==> src/rtl/hash_serializer.sv <==
// Hash serializer: buffers 128-bit hashes in a small FIFO and sends each one
// as a 16-byte frame, most significant byte first, with sop/eop markers.
module hash_serializer #(
    parameter int unsigned FIFO_DEPTH = 4
) (
    input  logic                         clk,
    input  logic                         rst_n,
    input  logic                         i_valid,
    input  logic [127:0]                 i_hash,
    output logic                         o_tx_valid,
    output logic [7:0]                   o_tx_data,
    output logic                         o_tx_sop,
    output logic                         o_tx_eop,
    input  logic                         i_tx_ready,
    output logic [$clog2(FIFO_DEPTH):0]  o_level,
    output logic                         o_overflow,
    output logic [15:0]                  o_drop_cnt,
    input  logic                         i_clear
);

    localparam int unsigned AW = (FIFO_DEPTH > 1) ? $clog2(FIFO_DEPTH) : 1;
    localparam int unsigned LW = $clog2(FIFO_DEPTH) + 1;
    localparam int unsigned HW = 128;
    localparam int unsigned CW = 4;

    typedef enum logic {
        IDLE = 1'b0,
        SEND = 1'b1
    } state_t;

    state_t          state_q, state_d;
    logic [HW-1:0]   shift_q, shift_d;
    logic [CW-1:0]   cnt_q, cnt_d;
    logic            tx_valid_q, tx_valid_d;
    logic            tx_sop_q, tx_sop_d;
    logic            tx_eop_q, tx_eop_d;

    logic [HW-1:0]   mem [FIFO_DEPTH];
    logic [AW-1:0]   wr_ptr_q, rd_ptr_q;
    logic [LW-1:0]   level_q;
    logic            overflow_q;
    logic [15:0]     drop_cnt_q;

    logic            fifo_empty;
    logic            fifo_full;
    logic            pop;
    logic            push;
    logic            drop;
    logic            xfer;

    assign fifo_empty = (level_q == '0);
    assign fifo_full  = (level_q == LW'(FIFO_DEPTH));
    assign xfer       = (state_q == SEND) && i_tx_ready;
    assign push       = i_valid && (!fifo_full || pop);
    assign drop       = i_valid && fifo_full && !pop;

    // FIFO storage; the head is read combinationally, so a full FIFO can
    // accept a new entry in the same cycle its head is popped.
    always_ff @(posedge clk) begin
        if (push) begin
            mem[wr_ptr_q] <= i_hash;
        end
    end

    // FIFO pointers and occupancy
    always_ff @(posedge clk or negedge rst_n) begin
        if (!rst_n) begin
            wr_ptr_q <= '0;
            rd_ptr_q <= '0;
            level_q  <= '0;
        end else begin
            if (push) begin
                wr_ptr_q <= (wr_ptr_q == AW'(FIFO_DEPTH - 1)) ? '0 : wr_ptr_q + AW'(1);
            end
            if (pop) begin
                rd_ptr_q <= (rd_ptr_q == AW'(FIFO_DEPTH - 1)) ? '0 : rd_ptr_q + AW'(1);
            end
            level_q <= level_q + LW'(push) - LW'(pop);
        end
    end

    // Sticky overflow flag and saturating drop counter; a drop wins over clear
    always_ff @(posedge clk or negedge rst_n) begin
        if (!rst_n) begin
            overflow_q <= 1'b0;
            drop_cnt_q <= '0;
        end else if (i_clear) begin
            overflow_q <= drop;
            drop_cnt_q <= drop ? 16'd1 : 16'd0;
        end else if (drop) begin
            overflow_q <= 1'b1;
            if (drop_cnt_q != 16'hFFFF) begin
                drop_cnt_q <= drop_cnt_q + 16'd1;
            end
        end
    end

    // FSM state, shift register, byte counter and registered frame outputs
    always_ff @(posedge clk or negedge rst_n) begin
        if (!rst_n) begin
            state_q    <= IDLE;
            shift_q    <= '0;
            cnt_q      <= '0;
            tx_valid_q <= 1'b0;
            tx_sop_q   <= 1'b0;
            tx_eop_q   <= 1'b0;
        end else begin
            state_q    <= state_d;
            shift_q    <= shift_d;
            cnt_q      <= cnt_d;
            tx_valid_q <= tx_valid_d;
            tx_sop_q   <= tx_sop_d;
            tx_eop_q   <= tx_eop_d;
        end
    end

    // Next-state logic: load on pop, shift per transferred byte, chain frames
    always_comb begin
        state_d = state_q;
        shift_d = shift_q;
        cnt_d   = cnt_q;
        pop     = 1'b0;

        case (state_q)
            IDLE: begin
                if (!fifo_empty) begin
                    pop     = 1'b1;
                    shift_d = mem[rd_ptr_q];
                    cnt_d   = '0;
                    state_d = SEND;
                end
            end
            SEND: begin
                if (xfer) begin
                    if (cnt_q != CW'(15)) begin
                        shift_d = {shift_q[HW-9:0], 8'h00};
                        cnt_d   = cnt_q + CW'(1);
                    end else if (!fifo_empty) begin
                        pop     = 1'b1;
                        shift_d = mem[rd_ptr_q];
                        cnt_d   = '0;
                    end else begin
                        shift_d = '0;
                        cnt_d   = '0;
                        state_d = IDLE;
                    end
                end
            end
            default: begin
                state_d = IDLE;
            end
        endcase

        tx_valid_d = (state_d == SEND);
        tx_sop_d   = (state_d == SEND) && (cnt_d == CW'(0));
        tx_eop_d   = (state_d == SEND) && (cnt_d == CW'(15));
    end

    assign o_tx_valid = tx_valid_q;
    assign o_tx_data  = shift_q[HW-1 -: 8];
    assign o_tx_sop   = tx_sop_q;
    assign o_tx_eop   = tx_eop_q;
    assign o_level    = level_q;
    assign o_overflow = overflow_q;
    assign o_drop_cnt = drop_cnt_q;

endmodule

==> config.mk <==
export PLATFORM = sky130hd
export DESIGN_NAME = hash_serializer
export DESIGN_NICKNAME = d
export VERILOG_FILES = /design/src/rtl/hash_serializer.sv
export SDC_FILE = /design/constraint.sdc
export NUM_CORES = 1
export LEC_CHECK = 0
export CORE_MARGIN = 2
export CORE_UTILIZATION = 35
export DETAILED_ROUTE_END_ITERATION = 7
export SLEW_MARGIN = 10
export SYNTH_ARGS = -nofsm -noshare
export SYNTH_HDL_FRONTEND = slang
export SYNTH_SLANG_ARGS = --single-unit
==> constraint.sdc <==
create_clock -name clk -period 4.38 [get_ports clk]
set_input_delay 0.876 -clock clk [delete_from_list [all_inputs] [get_ports clk]]
set_output_delay 0.876 -clock clk [all_outputs]
set_load 0.005 [all_outputs]
Word level (Yosys, flattened, before mapping)
Memories as Yosys holds them, arrays and structs flattened.
Cells that the tools add are included.
{"block": "totals", "reg_bits": 159, "mem_bits_rw": 512, "input_bits": 133, "memories": 1}
{"block": "classes", "addsub": 6, "eq_ne": 8, "muxes": 26, "n_bitwise": 1, "n_reduce_logical": 15}
{"memory": "mem", "depth": 4, "width": 128, "read_ports": 1, "rd_ports_with_merged_regs": 0, "write_ports": 1, "line_no": "38", "text": "logic [HW-1:0] mem [FIFO_DEPTH];"}
{"cell": "128-bit two-way mux", "n": 4}
{"cell": "128-bit case mux with 2 select lines", "n": 1}
{"cell": "16-bit two-way mux", "n": 3}
{"cell": "16-bit by 1-bit adder with 16-bit output, second input constant", "n": 1}
{"cell": "16-bit inequality test, second input constant", "n": 1}
{"cell": "4-bit two-way mux", "n": 3}
{"cell": "1-bit two-way mux", "n": 10}
{"cell": "4-bit case mux with 2 select lines", "n": 1}
{"cell": "1-bit logical AND", "n": 6}
{"cell": "2-bit by 1-bit adder with 2-bit output, second input constant", "n": 2}
{"cell": "4-bit by 1-bit adder with 4-bit output, second input constant", "n": 1}
{"cell": "2-bit == test, second input constant", "n": 2}
{"cell": "4-bit == test, second input constant", "n": 1}
{"cell": "4-bit zero test", "n": 1}
{"cell": "2-bit two-way mux", "n": 2}
{"cell": "4-bit inequality test, second input constant", "n": 1}
{"cell": "1-bit case mux with 2 select lines", "n": 2}
{"cell": "2-bit AND reduction", "n": 2}
{"cell": "2-bit nonzero test", "n": 2}
{"cell": "3-bit by 1-bit adder with 3-bit output", "n": 1}
{"cell": "3-bit == test, second input constant", "n": 1}
{"cell": "3-bit zero test", "n": 1}
{"cell": "3-bit by 1-bit subtractor with 3-bit output", "n": 1}
{"cell": "1-bit zero test", "n": 2}
{"cell": "4 further kinds", "n": 4}

Logic depth before layout (Yosys ltp)
{"block": "logic_depth", "depth_word": 9, "ltp_mapped": 11}

Worst setup path before layout
Ideal clock, no wire load.
{"block": "synth_timing", "kind": "input to register", "startpoint": "in i_tx_ready", "endpoint": "mem mem[0][0], enable pin", "arrival_ns": 4.340, "required_ns": 3.877, "setup_slack_ns": -0.463, "path_stages": 3, "path_buffers": 0, "path_cell_list": "nand4_1 nand2_1 and3_1"}
{"block": "synth_between", "elab_chain_len": 7}
{"item": "start, declared", "line_no": "14", "text": "input logic i_tx_ready,"}
{"item": "1-bit logical AND", "line_no": "53", "text": "assign xfer = (state_q == SEND) && i_tx_ready;"}
{"item": "1-bit two-way mux", "line_no": "134", "text": "if (xfer) begin"}
{"item": "1-bit case mux with 2 select lines", "line_no": "124", "text": "case (state_q)"}
{"item": "1-bit logical OR", "line_no": "54", "text": "assign push = i_valid && (!fifo_full || pop);"}
{"item": "1-bit logical AND", "line_no": "54"}
{"item": "1-bit two-way mux", "line_no": "60", "text": "if (push) begin"}
{"item": "1-bit two-way mux (implied by the code)", "line_no": "61", "text": "mem[wr_ptr_q] <= i_hash;"}
{"item": "end, declared", "line_no": "38"}
No other way between the ends.

Final worst setup path
{"block": "layout_timing", "startpoint": "in i_tx_ready", "endpoint": "reg level_q[2], in the netlist o_level[2]"}
{"block": "layout_between", "elab_chain_len": 7}
{"item": "1-bit logical AND *", "line_no": "53"}
{"item": "1-bit two-way mux *", "line_no": "134"}
{"item": "1-bit case mux with 2 select lines *", "line_no": "124"}
{"item": "1-bit logical OR", "line_no": "54"}
{"item": "1-bit logical AND", "line_no": "54"}
{"item": "3-bit by 1-bit adder with 3-bit output", "line_no": "78", "text": "level_q <= level_q + LW'(push) - LW'(pop);"}
{"item": "3-bit by 1-bit subtractor with 3-bit output *", "line_no": "78"}
{"item": "end signal, assigned", "line_no": "78"}
{"item": "end, declared", "line_no": "40", "text": "logic [LW-1:0] level_q;"}
Mark *: on every way between the ends. The rest lies on a longest branch, timed or not.
A chain may end at the register's enable or synchronous reset.

==> run metrics <==
Pins Over Slew Limit 0; Routed WL per cell 22.03 um; Post-Syn Area 25760 um^2; Area growth, synth to finish 21.03%; total global-route track usage 0.1527; Fin Setup TNS 0 ns; Port Buffer Count 163; drc violations 0; postcts setup bufs 0; Seq/Total Area, Yosys 0.7513; worst rel slew slack 0.3620; die extent in x 275.3 um; CTS root buf clkbuf_16; actual slew at the worst max-slew pin 0.9570 ns; First-pass DRT Iterations 5; vias 13430; worst skew pair latency 0.61 ns; startpoint types input pin; Ys Warns 0; top post-synthesis cells by count 512 x edfxtp_1, 159 x dfrtp_1, 129 x nand2_1; FF-to-FF Start o_tx_valid; number of synthesized flops with an enable pin 512; Starting Density 0.3531; crit path capture type flip-flop; final instance area 31170 um^2; initial detailed-routing violation count 1118; flops & latches, synth 671; layout cells sized above 1 0.1830; CTS tree done; post-synthesis net count 1550; area leader, netlist edfxtp_1; post-CTS resize count 0; Cell Area, Placed 28620 um^2; top_reg_cell synth edfxtp_1; routed vias/inst 5.163; post-detail-place hpwl 33.94 mm; Place WS 0.9603 ns; Pleak 10.49 nW; status completed; clock sink count 671; Reg clk slew, reported paths 0.06 ns; antenna violations before repair 5; max-cap violation count 0; count leader, synth edfxtp_1; fin crit share 0.6438; Final WS setup 1.560 ns; PwrDens 634.2 nW/um^2; Critical Path RT 4.85 ns; cell count after placement 2465; gr ovfl total 0; Synth Instances 1407; synth unique cells 52; Die Y 275.3 um; Async S/R FF share, synth 0.2370; Peak supply drop 0.0003174 V; final instance count without filler cells 2600; Routed Antenna Nets 0; crit path from i_tx_ready; largest net degree at the start of global routing 92; clk buf depth 3; number of H-tree levels 3; critical path class input pin to flip-flop; global placement routability congestion 0.7461; Hold Buf Count CTS 0; Hold Vio Cnt, Final 0; IO Count 164; Final setup viols 0; clk_skew 0.02093 ns; core area 72960 um^2; RSZ-0062 raised after global routing false; Hold Path Class input pin to async pin; fin crit period 2.820 ns; Pwr Total 19.77 mW; CTS buffer count 73; Max FO, Critical Path 7; global-route wire length before repair 86.94 mm; dominant cells by area after synthesis edfxtp_1 60%, dfrtp_1 15%, mux4_2 11%; routed wire length 57.27 mm; crit path DAT 3.29 ns; post-synth top area share 0.5969; Placement Rows 99; die area 75780 um^2; Fmax 354.6 MHz; vias in the first global route 13930; Final nets 1724; syn avg cell area 18.31 um^2
-- final timing paths --
check | cells past startpoint | end | slack (ns)
setup reg to reg | 10 | o_level[2] | 1.70
hold reg to reg | 2 | shift_q[89] | 0.48
min in group clk | 2 | shift_q[89] | 0.48
hold / removal | 1 | o_drop_cnt[13] | 0.34
max in group asynchronous | 2 | shift_q[94] | 2.96
setup / recovery | 11 | o_level[2] | 1.56
-- metal layers --
layer,GRT usage,part of all wire,vias up
li1,-,-,6002
met1,0.2008,0.43,7028
met2,0.2574,0.51,297
met3,0.03419,0.048,90
met4,0.03898,0.018,8
met5,0,0.00089,-
-- critical path: stages --
cell and delay, ns:
clkdlybuf4s50_1 0.61, nand4_1 0.15, nand2_1 0.18, and2_1 0.20
inv_1 0.06, ha_1 0.28, inv_1 0.04, ha_1 0.19
fa_1 0.41, xor2_1 0.16, xnor2_1 0.13
-- power breakdown --
group          switching (mW)  internal [mW]  total [mW]
Combinational            2.11           2.03        4.14
Clock                    2.46           3.99        6.45
Sequential              0.750           8.44        9.19
-- state kept, by name, summed over array words and instances, names as in the netlist, 2 cells and up --
signal,count
o_level,3
rd_ptr_q,2
mem,512
wr_ptr_q,2
o_drop_cnt,16
shift_q,128
cnt_q,4
-- metrics by stage --
step | util | hold WS (ns)
floorplan | - | 0.4497
global placement | 0.3922 | 0.4608
detailed placement | 0.3922 | 0.4700
CTS | 0.4272 | 0.3822
global route | 0.4272 | 0.3949
finish | 0.4273 | 0.3406
-- placed cells by master, fill, tap and decap left out, types with 5 or more instances in the layout --
| cell type | count |
|---|---|
| clkinv_2 | 16 |
| a22o_1 | 8 |
| or4_1 | 9 |
| clkbuf_16 | 79 |
| mux2_2 | 6 |
| buf_12 | 15 |
| mux4_2 | 128 |
| clkbuf_1 | 14 |
| a22oi_1 | 119 |
| nor2_1 | 7 |
| o21ai_0 | 120 |
| edfxtp_1 | 512 |
| buf_4 | 19 |
| nand2_1 | 129 |
| bufinv_16 | 10 |
| nand4_1 | 7 |
| nand3_1 | 11 |
| and4_1 | 5 |
| clkdlybuf4s50_1 | 162 |
| a21oi_1 | 11 |
| clkbuf_8 | 8 |
| dfrtp_1 | 157 |
| inv_1 | 9 |
| o31ai_1 | 9 |
| ha_1 | 9 |
-- cell type report --
| class | count | area [um^2] |
|---|---|---|
| clock inverters | 33 | 426.7 |
| diodes | 2 | 5.005 |
| flip-flops and latches | 671 | 19360 |
| well taps | 959 | 1200 |
| fillers | 6379 | 41780 |
| repair buffers | 197 | 2078 |
| multi-input cells | 629 | 5944 |
| inverters | 9 | 33.78 |
| clock buffers | 100 | 2126 |
-- cells by family (layout without fill, tap and decap cells) --
kind of cell	Yosys count	count (layout)	share of synthesized area
flip-flops	671	671	0.7513
AO/OA/AOI/OAI	279	279	0.06936
AND/OR/NAND/NOR	201	201	0.03823
multiplexers	136	136	0.1153
buffers and inverters	107	339	0.01958
adder cells (fa/ha/maj)	10	10	0.005149
XOR/XNOR	3	3	0.001020
other	0	2	0
No activity file was read; power rests on OpenSTA's default activity.
